<file path="src/rtl/ita_hwpe_input_splitter.sv">
// ita_hwpe_input_splitter: buffers wide stream words in a FIFO and serializes each into narrow slices,
// lowest slice first, optionally dropping slices whose strobe is all-zero.
module ita_hwpe_input_splitter #(
    parameter int unsigned INPUT_DATA_WIDTH  = 64,
    parameter int unsigned OUTPUT_DATA_WIDTH = 32,
    parameter int unsigned FIFO_DEPTH        = 8,
    parameter bit          SKIP_EMPTY        = 1'b1
) (
    input  logic                           clk_i,
    input  logic                           rst_ni,
    input  logic                           clear_i,
    input  logic                           data_i_valid,
    output logic                           data_i_ready,
    input  logic [INPUT_DATA_WIDTH-1:0]    data_i_data,
    input  logic [INPUT_DATA_WIDTH/8-1:0]  data_i_strb,
    output logic                           data_o_valid,
    input  logic                           data_o_ready,
    output logic [OUTPUT_DATA_WIDTH-1:0]   data_o_data,
    output logic [OUTPUT_DATA_WIDTH/8-1:0] data_o_strb,
    output logic                           empty_o
);
    localparam int unsigned SPLIT_FACTOR = INPUT_DATA_WIDTH / OUTPUT_DATA_WIDTH;
    localparam int unsigned IS = INPUT_DATA_WIDTH / 8;
    localparam int unsigned OS = OUTPUT_DATA_WIDTH / 8;
    localparam int unsigned CW = SPLIT_FACTOR > 2 ? $clog2(SPLIT_FACTOR) : 1;
    localparam int unsigned PW = FIFO_DEPTH > 2 ? $clog2(FIFO_DEPTH) : 1;
    localparam int unsigned NW = $clog2(FIFO_DEPTH + 1);

    if (SPLIT_FACTOR < 2 || INPUT_DATA_WIDTH % OUTPUT_DATA_WIDTH != 0 ||
        OUTPUT_DATA_WIDTH % 8 != 0 || FIFO_DEPTH < 2) begin : g_bad_params
        $error("ita_hwpe_input_splitter: invalid width or depth parameters");
    end

    logic [INPUT_DATA_WIDTH-1:0] mem_data [FIFO_DEPTH];
    logic [IS-1:0]               mem_strb [FIFO_DEPTH];
    logic [PW-1:0]               wr_ptr, rd_ptr;
    logic [NW-1:0]               fill;
    logic [CW-1:0]               cnt;
    logic [OUTPUT_DATA_WIDTH-1:0] head_data;
    logic [OS-1:0]               head_strb;
    logic fifo_empty, fifo_full, push, pop, advance, last, slice_empty;

    assign fifo_empty   = fill == '0;
    assign fifo_full    = fill == NW'(FIFO_DEPTH);
    assign data_i_ready = !fifo_full;
    assign push         = data_i_valid && data_i_ready;
    assign head_data    = mem_data[rd_ptr][cnt*OUTPUT_DATA_WIDTH +: OUTPUT_DATA_WIDTH];
    assign head_strb    = mem_strb[rd_ptr][cnt*OS +: OS];
    assign slice_empty  = SKIP_EMPTY && head_strb == '0;
    assign data_o_valid = !fifo_empty && !slice_empty;
    assign data_o_data  = fifo_empty ? '0 : head_data;
    assign data_o_strb  = fifo_empty ? '0 : head_strb;
    // Empty slices are skipped in a single bubble cycle regardless of downstream ready.
    assign advance      = (data_o_valid && data_o_ready) || (!fifo_empty && slice_empty);
    assign last         = cnt == CW'(SPLIT_FACTOR - 1);
    assign pop          = advance && last;
    assign empty_o      = fifo_empty;

    always_ff @(posedge clk_i or negedge rst_ni) begin
        if (!rst_ni) begin
            wr_ptr <= '0;
            rd_ptr <= '0;
            fill   <= '0;
            cnt    <= '0;
        end else if (clear_i) begin
            wr_ptr <= '0;
            rd_ptr <= '0;
            fill   <= '0;
            cnt    <= '0;
        end else begin
            if (push) wr_ptr <= wr_ptr == PW'(FIFO_DEPTH - 1) ? '0 : wr_ptr + 1'b1;
            if (pop) rd_ptr <= rd_ptr == PW'(FIFO_DEPTH - 1) ? '0 : rd_ptr + 1'b1;
            if (advance) cnt <= last ? '0 : cnt + 1'b1;
            fill <= fill + NW'(push) - NW'(pop);
        end
    end

    always_ff @(posedge clk_i) begin
        if (push) begin
            mem_data[wr_ptr] <= data_i_data;
            mem_strb[wr_ptr] <= data_i_strb;
        end
    end
endmodule

</file>
<file path="config.mk">
export PLATFORM = sky130hd
export DESIGN_NAME = ita_hwpe_input_splitter
export DESIGN_NICKNAME = d
export VERILOG_FILES = /design/src/rtl/ita_hwpe_input_splitter.sv
export SDC_FILE = /design/constraint.sdc
export NUM_CORES = 1
export LEC_CHECK = 0
export CAP_MARGIN = 20
export CORE_MARGIN = 5
export CORE_UTILIZATION = 45
export CTS_BUF_LIST = sky130_fd_sc_hd__clkbuf_8
export CTS_CLUSTER_SIZE = 16
export DETAILED_ROUTE_END_ITERATION = 16
export PLACE_DENSITY = 0.66
export SYNTH_ARGS = -nofsm -noshare
export SYNTH_HDL_FRONTEND = slang
export SYNTH_SLANG_ARGS = --single-unit
</file>
<file path="constraint.sdc">
create_clock -name clk_i -period 11.8 [get_ports clk_i]
set_input_delay 1.77 -clock clk_i [delete_from_list [all_inputs] [get_ports clk_i]]
set_output_delay 1.77 -clock clk_i [all_outputs]
set_load 0.01 [all_outputs]
</file>
==> results.txt <==
----------------------------------------------------
[Clocking]
  Clock tree from TritonCTS ... built
  Cts bufs inserted ... 88
  Level count of the clock H-tree ... 3
  Maximum number of buffers from clock root to sink ... 3
  Post-cts gate resize count ... 0
  Clock sink total ... 587
  Clock slew at reported path FFs ... 0.06 ns
  Post-CTS setup buffers ... 0
  Clock insertion delay at the later pin of the skew report ... 0.65 ns
  CTS Hold Bufs ... 0
  Root Buffer ... clkbuf_8

[Critical path]
  Startpoint Class ... flop
  Crit-path slowest cell ... buf_4
  Critical path required time ... 10.03 ns
  Critical path capture point type ... output pin
  Crit path from ... rd_ptr[0]
  Destination of the worst register-to-register timing path ... fill[2]
  Critical path arrival ... 4.76 ns
  Crit-path max cell delay ... 0.84 ns
  Critical R2R Launch ... rd_ptr[1]
  Largest fanout of any net on the critical path ... 48
  Worst path cell trace ... buf_4, buf_4, mux4_2, mux4_2, nor2b_1, clkdlybuf4s50_1
  Cell count of the worst reg-to-reg path ... 13
  Slack of the worst reg-to-reg path ... 6.95 ns
  Startpoint-to-endpoint class of the critical path ... reg -> out
  CP Capture Point ... data_o_data[19]

[Detailed routing]
  DRT Pass-1 Iters ... 5
  Count of unresolved DRC violations after routing ... 0
  Final routed wirelength across all metal layers ... 46100 um
  Routed WL per cell ... 24.8 um
  Number of vias after detailed routing ... 10200
  Iteration-0 DRC Markers ... 846
  Post-detailed-route via-to-cell ratio ... 5.48
  DRT antenna net count ... 0

[Min path]
  Tightest Hold Check Type ... reg -> reg

[Global route]
  Overflow left after global routing ... 0
  Pin count of the biggest net entering global routing ... 69
  GRT Util Overall ... 17.2%
  Number of global-route vias before repair ... 11000
  Initial antenna violation count ... 5
  Wire length of the first global-routing pass ... 69200 um

[Yosys]
  Number of warnings issued by yosys ... 0
  Average cell area after synthesis ... 24.2 um2
  Sequential area share after synthesis ... 78.0%
  Total standard cell area after synthesis ... 0.0225 mm2
  Number of instances in the synthesized netlist ... 930
  Distinct cell type count after synthesis ... 30
  Post-synthesis register bit count ... 587
  Nets in the synthesized netlist ... 1018

[Die]
  I/O pin count ... 116
  Core ar. ... 0.0499 mm2
  Cell Rows ... 82
  Y dimension of the die ... 234 um
  Die ar. ... 0.0546 mm2
  Starting density of the core ... 45.2%
  Width of the chip ... 234 um

[Timing]
  Setup clock skew after layout ... 0.0150 ns
  Tightest slew margin relative to the limit ... 30.7%
  Final period utilization ... 55.3%
  Peak Freq ... 153 MHz
  Pin slew with the least headroom to its limit ... 1.04 ns
  Setup Viol. Count Final ... 0
  Min Tclk post-route ... 6.53 ns
  Final count of hold timing violations ... 0
  Unrepaired setup endpoints after global routing ... false
  Final total negative setup slack ... 0 ns
  Final-report max-slew violation count ... 0

[Final layout]
  Number of cells in the finished layout apart from fillers ... 1857
  Final net count ... 1201
  Fraction of layout instances using a drive strength above 1 ... 27.6%
  Post-layout util ... 52.5%
  Finished layout cell area ... 0.0262 mm2
  Area overhead of the layout relative to synthesis ... 16.3%

[Placed design]
  Placed cell areas ... 0.0245 mm2
  Detailed-placement wirelength estimate ... 23700 um
  Count of buffers inserted at the top-level ports ... 115
  Routability-driven placement congestion ratio ... 0.703
  DP Cell Count ... 1695

[Flow run]
  Max_cap viols ... 0

[Pwr]
  Pwr/cell area ... 190 mW/mm2
  Leakage dissipation ... 0.00806 uW
  Largest vdd supply drop ... 0.0887 mV

[Run status]
  Outcome ... completed

----------------------------------------------------
-- metrics by stage --
step / setup WS, ns / hold slack [ns] / power (uW)
2_1_floorplan: 2.34 / 0.575 / 3060
3_3_place_gp: 5.78 / 0.619 / 3490
3_5_place_dp: 5.79 / 0.639 / 3490
4_1_cts: 5.05 / 0.647 / 5040
5_1_grt: 4.83 / 0.698 / 5190
6_report: 5.27 / 0.656 / 4970
-- power breakdown --
part           leakage (uW)  internal (uW)  switching [uW]
registers           0.00537           2410            31.8
logic               0.00177            488             499
clock network      0.000919            788             753
total               0.00806           3680            1280
-- area by class of cell --
class,instances,area (um2)
diodes,2,5.00
well taps,672,841
fillers,3806,23700
inverters,6,22.5
clock buffers,88,1210
repair buffers,138,1320
flip-flops and latches,587,17600
multi-input cells,292,4780
clock inverters,72,419
-- synthesized netlist by cell type --
cell      count  share of area, %
clkbuf_1     20              0.33
a41oi_4       1              0.12
dfrtp_1      11               1.2
nand2b_1      3             0.083
buf_6         1             0.050
o21ai_0       4             0.089
or4_1         1             0.033
nor3_1        5              0.11
fa_1          1             0.089
and3_2        4              0.13
nor4_1        1             0.028
a41o_1        1             0.044
and2_1        1             0.028
nor2b_1      36               1.0
nand2_1       8              0.13
nor3b_1       1             0.033
nor2_1       14              0.23
mux4_2      176                18
nand3_1       8              0.18
a21o_1        1             0.033
edfxtp_1    576                77
xnor2_1       2             0.078
ha_1         10              0.56
buf_2        14              0.31
buf_1        10              0.17
a41oi_1       1             0.039
a22oi_1       4              0.13
inv_1         6              0.10
or3_1         1             0.028
a21oi_1       8              0.18
-- sequential cells by signal, summed over array words and instances (netlist names) --
register  cells
rd_ptr        3
cnt           1
wr_ptr        3
mem_data    512
fill          4
mem_strb     64
-- critical path: cells and delay by family, from the launching register on --
kind / cells / cell delay (ns)
AND/OR/NAND/NOR: 1 / 0.16
flip-flops: 1 / 0.60
multiplexers: 2 / 1.08
buffers and inverters: 3 / 2.14
-- cells by family after synthesis --
family / Yosys count / share of synthesized area (%)
AO/OA/AOI/OAI: 20 / 0.639
XOR/XNOR: 2 / 0.0778
adder cells (fa/ha/maj): 11 / 0.645
buffers and inverters: 51 / 0.961
flip-flops: 587 / 78.0
multiplexers: 176 / 17.6
AND/OR/NAND/NOR: 83 / 2.02
-- placed cells by master, fill, tap and decap left out, drive strengths merged --
| cell type | netlist | layout |
|---|---|---|
| nand2 | 8 | 8 |
| nor2b | 36 | 36 |
| clkinv | 0 | 36 |
| xnor2 | 2 | 2 |
| a41oi | 2 | 2 |
| buf | 25 | 23 |
| clkinvlp | 0 | 4 |
| a21o | 1 | 1 |
| nor2 | 14 | 14 |
| a21oi | 8 | 8 |
| nand2b | 3 | 3 |
| nor4 | 1 | 1 |
| nor3b | 1 | 1 |
| and3 | 4 | 4 |
| a22oi | 4 | 4 |
| a41o | 1 | 1 |
| fa | 1 | 1 |
| edfxtp | 576 | 576 |
| dfrtp | 11 | 11 |
| clkbuf | 20 | 88 |
| and2 | 1 | 1 |
| or3 | 1 | 1 |
| or4 | 1 | 1 |
| nand3 | 8 | 8 |
| mux4 | 176 | 176 |
| clkdlybuf4s50 | 0 | 115 |
| o21ai | 4 | 4 |
| diode | 0 | 2 |
| ha | 10 | 10 |
| inv | 6 | 34 |
| nor3 | 5 | 5 |
| bufinv | 0 | 4 |
-- how the worst min path moves through the flow --
stage	start	to	slack, ns	cells after the start
floorplan	wr_ptr[2]	wr_ptr[2]	0.58	2
finish	fill[0]	fill[0]	0.66	2
global placement	fill[0]	fill[0]	0.62	2
detailed placement	wr_ptr[2]	wr_ptr[2]	0.64	2
global route	fill[0]	fill[0]	0.70	2
CTS	wr_ptr[2]	wr_ptr[2]	0.65	2
-- metal layers --
metal  routed length (um)  GRT usage (%)  up-vias
li1                     -              -     4363
met1                19900           24.0     5453
met2                22500           27.5      292
met3                 2910           4.02       66
met4                  752           5.10        6
met5                   40              0        -
No activity file was read; power rests on OpenSTA's default activity.
